==> src/rtl/cu_program_sequencer.sv <==
// cu_program_sequencer: holds a short program loaded byte-serially by the
// host and issues it one instruction per cycle to the compute unit,
// optionally repeating it, then returns each result tagged with the buffer
// index of the instruction that produced it.
//
// Ports:
//   clk, rst           clock, synchronous active-high reset
//   wr_valid/wr_byte   host byte write (high byte first); wr_ready accepts
//   clear, start       discard / run program (IDLE only)
//   abort              stop issuing (ISSUE only)
//   loop_count         extra passes, sampled at start
//   instr_out, cu_ena  instruction and enable to the compute unit
//   cu_result          compute unit registered result
//   result_valid/data/tag  captured result and its buffer index
//   prog_len           committed instruction count
//   busy, done         running flag, one-cycle completion pulse
module cu_program_sequencer #(
  parameter int unsigned DEPTH = 8,
  parameter int unsigned AW    = 3
) (
  input  logic          clk,
  input  logic          rst,
  input  logic          wr_valid,
  input  logic [7:0]    wr_byte,
  output logic          wr_ready,
  input  logic          clear,
  input  logic          start,
  input  logic          abort,
  input  logic [3:0]    loop_count,
  output logic [15:0]   instr_out,
  output logic          cu_ena,
  input  logic [7:0]    cu_result,
  output logic          result_valid,
  output logic [7:0]    result_data,
  output logic [AW-1:0] result_tag,
  output logic [AW:0]   prog_len,
  output logic          busy,
  output logic          done
);

  localparam logic [1:0] S_IDLE  = 2'd0;
  localparam logic [1:0] S_ISSUE = 2'd1;
  localparam logic [1:0] S_DRAIN = 2'd2;
  localparam logic [1:0] S_DONE  = 2'd3;

  logic [1:0]    state;
  logic [1:0]    state_next;
  logic [15:0]   mem [DEPTH];
  logic [7:0]    hold;
  logic          phase_lo;
  logic [AW-1:0] pc;
  logic [3:0]    iter;
  logic [3:0]    loop_lat;
  logic          drain_cnt;
  logic          issued_d;
  logic [AW-1:0] tag_d;
  logic          last_instr;
  logic          wr_fire;

  assign last_instr = ((AW+1)'(pc) == (prog_len - (AW+1)'(1)));
  // clear and start both pre-empt a same-cycle byte write
  assign wr_fire    = (state == S_IDLE) && wr_valid && wr_ready && !clear && !start;

  // Next-state and combinational compute-unit drive
  always_comb begin
    state_next = state;
    wr_ready   = 1'b0;
    cu_ena     = 1'b0;
    instr_out  = 16'h0000;
    case (state)
      S_IDLE: begin
        wr_ready = (prog_len < (AW+1)'(DEPTH));
        if (!clear && start)
          state_next = (prog_len == '0) ? S_DONE : S_ISSUE;
      end
      S_ISSUE: begin
        cu_ena    = ~abort;
        instr_out = abort ? 16'h0000 : mem[pc];
        if (abort || (last_instr && (iter == loop_lat)))
          state_next = S_DRAIN;
      end
      S_DRAIN: if (drain_cnt) state_next = S_DONE;
      S_DONE:  state_next = S_IDLE;
      default: state_next = S_IDLE;
    endcase
  end

  // State, load control, program counter and result capture
  always_ff @(posedge clk) begin
    if (rst) begin
      state        <= S_IDLE;
      prog_len     <= '0;
      phase_lo     <= 1'b0;
      hold         <= 8'h00;
      pc           <= '0;
      iter         <= 4'd0;
      loop_lat     <= 4'd0;
      drain_cnt    <= 1'b0;
      issued_d     <= 1'b0;
      tag_d        <= '0;
      result_valid <= 1'b0;
      result_data  <= 8'h00;
      result_tag   <= '0;
      busy         <= 1'b0;
      done         <= 1'b0;
    end else begin
      state        <= state_next;
      busy         <= (state_next == S_ISSUE) || (state_next == S_DRAIN);
      done         <= (state_next == S_DONE);
      drain_cnt    <= (state == S_DRAIN) ? ~drain_cnt : 1'b0;
      // CU result registers one cycle after issue; capture it the cycle after
      issued_d     <= cu_ena;
      tag_d        <= pc;
      result_valid <= issued_d;
      if (issued_d) begin
        result_data <= cu_result;
        result_tag  <= tag_d;
      end
      case (state)
        S_IDLE: begin
          if (clear) begin
            prog_len <= '0;
            phase_lo <= 1'b0;
          end else if (start) begin
            phase_lo <= 1'b0;   // a dangling high byte is dropped
            pc       <= '0;
            iter     <= 4'd0;
            loop_lat <= loop_count;
          end else if (wr_fire) begin
            if (!phase_lo) hold <= wr_byte;
            else           prog_len <= prog_len + (AW+1)'(1);
            phase_lo <= ~phase_lo;
          end
        end
        S_ISSUE: begin
          if (!abort) begin
            if (!last_instr) begin
              pc <= pc + AW'(1);
            end else if (iter != loop_lat) begin
              pc   <= '0;
              iter <= iter + 4'd1;
            end
          end
        end
        default: ;
      endcase
    end
  end

  // Instruction buffer; contents survive reset and clear
  always_ff @(posedge clk) begin
    if (!rst && wr_fire && phase_lo)
      mem[prog_len[AW-1:0]] <= {hold, wr_byte};
  end

endmodule

==> config.mk <==
export PLATFORM = sky130hd
export DESIGN_NAME = cu_program_sequencer
export DESIGN_NICKNAME = d
export VERILOG_FILES = /design/src/rtl/cu_program_sequencer.sv
export SDC_FILE = /design/constraint.sdc
export NUM_CORES = 1
export LEC_CHECK = 0
export CORE_UTILIZATION = 46
export CTS_BUF_LIST = sky130_fd_sc_hd__clkbuf_8
export DETAILED_ROUTE_END_ITERATION = 10
export GPL_TIMING_DRIVEN = 0
export HOLD_SLACK_MARGIN = 0.1
export PLACE_DENSITY = 0.69
export SETUP_SLACK_MARGIN = 0.15
export SYNTH_ARGS = -nofsm -noshare
export SYNTH_HDL_FRONTEND = slang
export SYNTH_SLANG_ARGS = --single-unit
==> constraint.sdc <==
create_clock -name clk -period 2.7 [get_ports clk]
set_clock_uncertainty 0.05 [all_clocks]
set_input_delay 0.27 -clock clk [delete_from_list [all_inputs] [get_ports clk]]
set_output_delay 0.27 -clock clk [all_outputs]
set_load 0.05 [all_outputs]
=== After elaboration in Yosys (flattened, before gate mapping) ===
Memory sizes are Yosys's and may differ from the RTL's. A register that Yosys moved wholly into a read port is not among the register bits.
Cells that the tools add are included.
Widths: inputs -> output; s select.

* Memory bits (read-only): 0
* Bits in latches: 0
* Memory bits (writable): 128
* Input bits: 26
* Output and inout port bits: 36
* Word-level logic and storage cells: 101
* Register bits: 45
* Memories kept: 1

* Reduce and logical (&&, ||, !) cells: 26
* Shift-type cells: 0
* $mul: 0
* Divide/modulo/power cells: 0
* Add/subtract/negate cells: 4
* Multiplexer cells: 32
* Bitwise gates (word level): 6
* Equality and inequality tests: 16
* Magnitude comparators: 1

{| class="wikitable"
|+ Memory list
! memory !! words !! bits a word !! read ports !! clocked after Yosys merged registers in !! write ports !! RTL line !! source
|-
| mem || 8 || 16 || 1 || 1 || 1 || 48 || <nowiki>logic [15:0] mem [DEPTH];</nowiki>
|}

{| class="wikitable"
|+ Operators with widths
! cell !! number
|-
| $mux 4 || 9
|-
| $mux 16 || 2
|-
| $mux 3 || 7
|-
| $ne 2x2->1 const B || 6
|-
| $reduce_and 5->1 || 2
|-
| $add 4x1->4 const B || 2
|-
| $eq 2x2->1 const B || 4
|-
| $logic_and 1x1->1 || 8
|-
| $mux 2 || 4
|-
| $pmux 2 s4 || 1
|-
| $pmux 4 s2 || 1
|-
| $mux 1 || 7
|-
| $not 1->1 || 6
|-
| $pmux 3 s2 || 1
|-
| $reduce_and 6->1 || 1
|-
| $reduce_bool 2->1 || 3
|-
| $eq 2x1->1 const B || 2
|-
| $eq 3x4->1 || 1
|-
| $eq 4x4->1 || 1
|-
| $logic_not 4->1 || 1
|-
| $lt 4x4->1 const B || 1
|-
| $ne 4x4->1 || 1
|-
| $reduce_and 4->1 || 1
|-
| $sub 4x1->4 const B || 1
|-
| other kinds (9) || 12
|}

=== Logic depth before layout (Yosys ltp) ===
Gate-level depths: netlist of run 1.

* Depth in word-level cells: 9
* Depth in mapped cells: 11
* Gate-level depth less buffers: 9

=== Worst setup path after synthesis of run 1 ===
OpenSTA, ideal clock, no wires.

* Path type: register to register
* Start: register prog_len[1]
* End: register busy
* Stages on the path, launching flop included: 12
* Setup slack: -53 ps
* Buffers on the path: 2
* Period minus slack after synthesis: 2753 ps
* Library setup time: 128 ps
* Required time: 2522 ps
* Arrival: 2575 ps
* Cell sequence: dfxtp_1 > clkbuf_1 > inv_1 > ha_1 > xor2_1 > nand3_1 > or2_1 > buf_6 > o211ai_1 > nand2_1 > ha_1 > nor2b_1

* Longest elaborated chain between the ends: 8

{| class="wikitable"
|+ RTL lines
! item !! RTL line !! source
|-
| from (decl) || 36 || <nowiki>output logic [AW:0] prog_len,</nowiki>
|-
| from (signal assigned) || 131 || <nowiki>else prog_len <= prog_len + (AW+1)'(1);</nowiki>
|-
| $sub 4x1->4 (*) || 60 || <nowiki>assign last_instr = ((AW+1)'(pc) == (prog_len - (AW+1)'(1)));</nowiki>
|-
| $eq 3x4->1 (*) || 60 ||
|-
| $logic_and 1x1->1 (*) || 79 || <nowiki>if (abort || (last_instr && (iter == loop_lat)))</nowiki>
|-
| $logic_or 1x1->1 (*) || 79 ||
|-
| $mux 2 (*) || 79 ||
|-
| $pmux 2 s4 (*) || 70 || <nowiki>case (state)</nowiki>
|-
| via state_next[0] || 47 || <nowiki>logic [1:0] state_next;</nowiki>
|-
| $eq 2x1->1 / $eq 2x2->1 (equally long branches) || 108 || <nowiki>busy <= (state_next == S_ISSUE) || (state_next == S_DRAIN);</nowiki>
|-
| $logic_or 1x1->1 (*) || 108 ||
|-
| to (signal assigned) || 108 ||
|-
| to (decl) || 37 || <nowiki>output logic busy,</nowiki>
|}

Mark *: on every way through the listed nets, which the timed path passes. The rest lies on a longest branch.
A chain may end at the register's enable or synchronous reset.

=== Worst setup path after layout of run 1 ===
* Start: register state[1]
* End: output instr_out[8]

* Longest elaborated chain between the ends: 2

{| class="wikitable"
|+ RTL lines
! item !! RTL line !! source
|-
| from (decl) || 46 || <nowiki>logic [1:0] state;</nowiki>
|-
| from (signal assigned) || 107 || <nowiki>state <= state_next;</nowiki>
|-
| $eq 2x1->1 || 70 ||
|-
| $mux 16 || 70 ||
|-
| to (decl) || 30 || <nowiki>output logic [15:0] instr_out,</nowiki>
|}

Every way passes these cells.

==> run_results.csv, run 1 <==
group,metric,value,unit
sta,rsz0062_at_grt,"true",
placement,dpl.hpwl,9540,um
route,drt-total-wl,14300,um
layout,final_net_count,549,
route,vias_per_cell,5.327,
sta,setup_viol_count_final,0,
logic_synthesis,synth_top_area_frac,0.5527,
logic_synthesis,synth_area,6954,sq um
floorplanning,core,14640,sq um
outcome,violations,"design-rule violations",
layout,fill_cells,1164,
route,dr.pass1.iters,7,
critical_path,worst_setup_path_end_kind,"primary output",
logic_synthesis,ys_async_sr_fraction,0,
route,drt_iter0_drc,334,
floorplanning,initial_core_util,0.4749,
sta,holdWs,0.3795,ns
global_route,antenna_found_initial,0,
route,wl_per_cell,20.00,um
power,power_density,613.0,nW/um^2
cts,htreeDepth,4,
cts,cts-buffers-inserted,17,
global_route,grt_pass1_vias,4032,
cts,root_buffer,"clkbuf_8",
cts,clock_sinks,176,
route,drc,10,
sta,setup_tns,0,ns
critical_path,crit_arrival,2.15,ns
logic_synthesis,postSynthAreaPerCell,16.25,sq um
floorplanning,die_x,125.0,um
sta,slew_violations,0,
power,cellLeakagePower,2.792,nW
floorplanning,rows,44,
sta,worstMarginPinSlew,0.7660,ns
layout,area_growth,20.44,%
sta,hold_viol,0,
placement,port_buffers,61,
logic_synthesis,postSynthCellCount,428,
global_route,grt_usage,0.1949,
cts,clkLatencyLatePin,0.46,ns
run,cap_violations,0,
route,vias,3809,
sta,post-route-worst-setup-slack,0.2299,ns
floorplanning,fp.dieArea,15610,sq um
placement,routabilityCongestion,0.7717,
logic_synthesis,synth_seq_cells,176,
global_route,grt_first_pass_wirelength,22390,um
critical_path,cp_data_required_time,2.38,ns
min_path,min_path_type,"primary input to flop",
logic_synthesis,yosys-top-cells-area,"edfxtp_1, dfxtp_1, mux4_2, mux2i_1, nor2_1",
logic_synthesis,synth_top_flop_cell,"edfxtp_1",
logic_synthesis,yosys_warnings,0,
floorplanning,io-pin-count,62,
sta,slew-limit-headroom,0.4888,
outcome,status,"complete, but fails checks",
logic_synthesis,synth_edf_count,128,
cts,cts.clk_slew.worst_paths,0.08,ns
cts,cts_buffer_depth,2,
critical_path,path_class,"flop to primary output",
placement,pre_cts_ws,-0.3435,ns
power,peakVddDrop,0.3501,mV
route,antenna_left,0,
cts,cts_tree,"built",
global_route,overflow,0,
logic_synthesis,synth_area_leader_cell,"edfxtp_1",
layout,diodes,0,
global_route,grt_max_degree,17,
sta,fmax,404.8,MHz
logic_synthesis,ys_seq_area_frac,0.6909,
floorplanning,die-height,125.0,um
logic_synthesis,ys_types,49,
critical_path,startpoint_type,"flop",
logic_synthesis,synthesis.nets,459,
layout,drive_gt1_frac,0.2298,
sta,period_needed,2.470,ns
sta,min_period_over_period,0.9149,
layout,final_util,0.5719,
critical_path,critPathMaxFanout,10,
==> layout by cell type (no fill, tap or decap), types with 2 or more instances in the layout <==
cell type,n
buf_6,3
nor3_4,2
nand4_1,3
o211ai_1,2
xnor2_1,6
ha_1,5
nor2b_1,14
buf_4,3
buf_2,15
or3_1,3
a31oi_1,2
clkbuf_1,5
a21oi_1,4
and3_1,2
clkinvlp_4,3
dfxtp_4,2
clkinv_2,2
clkbuf_4,5
mux2i_1,41
bufinv_16,2
nand2_1,11
buf_8,8
clkinv_1,2
nor2_2,7
clkbuf_2,4
nand3_1,2
nor3_1,3
nor2_1,51
mux4_2,32
nand2b_1,4
clkdlybuf4s50_1,44
dfxtp_1,46
inv_1,9
buf_12,3
edfxtp_1,128
clkbuf_8,20
o21ai_0,4
==> Yosys cell counts, drive strengths merged, types with 3 or more instances <==
| cell | number |
|---|---|
| edfxtp | 128 |
| nor2 | 59 |
| dfxtp | 48 |
| mux2i | 42 |
| mux4 | 32 |
| nor2b | 15 |
| clkbuf | 12 |
| nand2 | 11 |
| buf | 10 |
| inv | 7 |
| nor3 | 6 |
| xnor2 | 6 |
| a21oi | 5 |
| ha | 5 |
| nand2b | 4 |
| nand4 | 4 |
| o21ai | 4 |
| or3 | 3 |
==> layer usage <==
layer | vias up | track usage | wire [um]
li1 | 1801 | - | -
met1 | 1888 | 0.2426 | 6063
met2 | 96 | 0.3331 | 7320
met3 | 24 | 0.04621 | 668
met4 | 0 | 0.07245 | 250
met5 | - | 0 | 0
==> sequential cells by signal, summed over array words and instances (netlist names), named ones only <==
signal / flops
result_tag: 3
hold: 8
result_data: 8
iter: 4
result_valid: 1
issued_d: 1
state: 2
prog_len: 4
phase_lo: 1
loop_lat: 4
pc: 3
drain_cnt: 1
tag_d: 3
done: 1
busy: 1
mem: 128
==> final timing paths <==
| check | cells after the start | slack (ns) | endpoint | startpoint |
|---|---|---|---|---|
| setup reg to reg | 10 | 0.30 | busy$_SDFF_PP0_ | prog_len[0]$_SDFFE_PP0P_ |
| setup / recovery | 7 | 0.23 | instr_out[8] | state[1]$_SDFF_PP0_ |
| hold / removal | 3 | 0.38 | result_data[1]$_SDFFE_PP0P_ | cu_result[1] |
| hold reg to reg | 2 | 0.43 | result_tag[2]$_SDFFE_PP0P_ | tag_d[2]$_SDFF_PP0_ |
==> final cells by class <==
| cell class | instances | area (sq um) | share of cell area |
|---|---|---|---|
| flip-flops and latches | 176 | 4812 | 0.5745 |
| multi-input cells | 223 | 2053 | 0.2451 |
| repair buffers | 72 | 695.7 | 0.08306 |
| clock buffers | 19 | 261.5 | 0.03122 |
| well taps | 184 | 230.2 | 0.02749 |
| plain buffers | 21 | 175.2 | 0.02091 |
| clock inverters | 13 | 121.4 | 0.01449 |
| inverters | 7 | 26.28 | 0.003137 |
==> what timing repair did <==
action	4_1_cts	5_1_grt
hold buffers	0	0
gates resized for setup	97	22
pin swaps	0	1
setup endpoints to repair	21	14
gates cloned	0	1
buffers inserted	0	2
==> stage by stage <==
step | total power, mW | instance area, sq um | cells
after global routing | 5.301 | 8376 | 715
after CTS | 5.161 | 8323 | 712
after detailed placement | 3.434 | 7954 | 681
final | 5.134 | 8376 | 715
after floorplan | 3.275 | 6965 | 428
after global placement | 3.425 | 7806 | 673
==> critical path, stage by stage (launching register included) <==
cell,delay [ns]
dfxtp_1,0.30
buf_2,0.19
nor2b_2,0.22
nand2b_1,0.07
clkbuf_4,0.22
clkbuf_4,0.23
nor2_1,0.17
buf_2,0.29
==> power breakdown <==
| group | leakage [nW] | internal, mW | switching, mW | total, mW |
|---|---|---|---|---|
| Combinational | 1.04 | 0.178 | 0.261 | 0.439 |
| Clock | 0.192 | 0.854 | 0.904 | 1.76 |
| Sequential | 1.56 | 2.91 | 0.0264 | 2.94 |
==> cell families (layout without fill, tap and decap cells) <==
group	count (synthesis)	in the layout	synth area share
flip-flops	176	176	0.6909
multiplexers	75	75	0.1657
AO/OA/AOI/OAI	23	23	0.02321
AND/OR/NAND/NOR	112	112	0.07899
adder cells (fa/ha/maj)	5	5	0.008996
XOR/XNOR	8	8	0.01205
buffers and inverters	29	132	0.02015
Note: power is estimated with default switching activity, not from simulation.
==> inputs of run 2 (changes only) <==
- CORE_MARGIN: not set -> 1
==> results of run 2 <==
Same layout as run 1: the final DEF is identical, and so are final timing and power.
==> inputs of run 3 (changes only) <==
- CTS_CLUSTER_DIAMETER: not set -> 60
==> results of run 3 <==
Same layout as run 1: the final DEF is identical, and so are final timing and power.
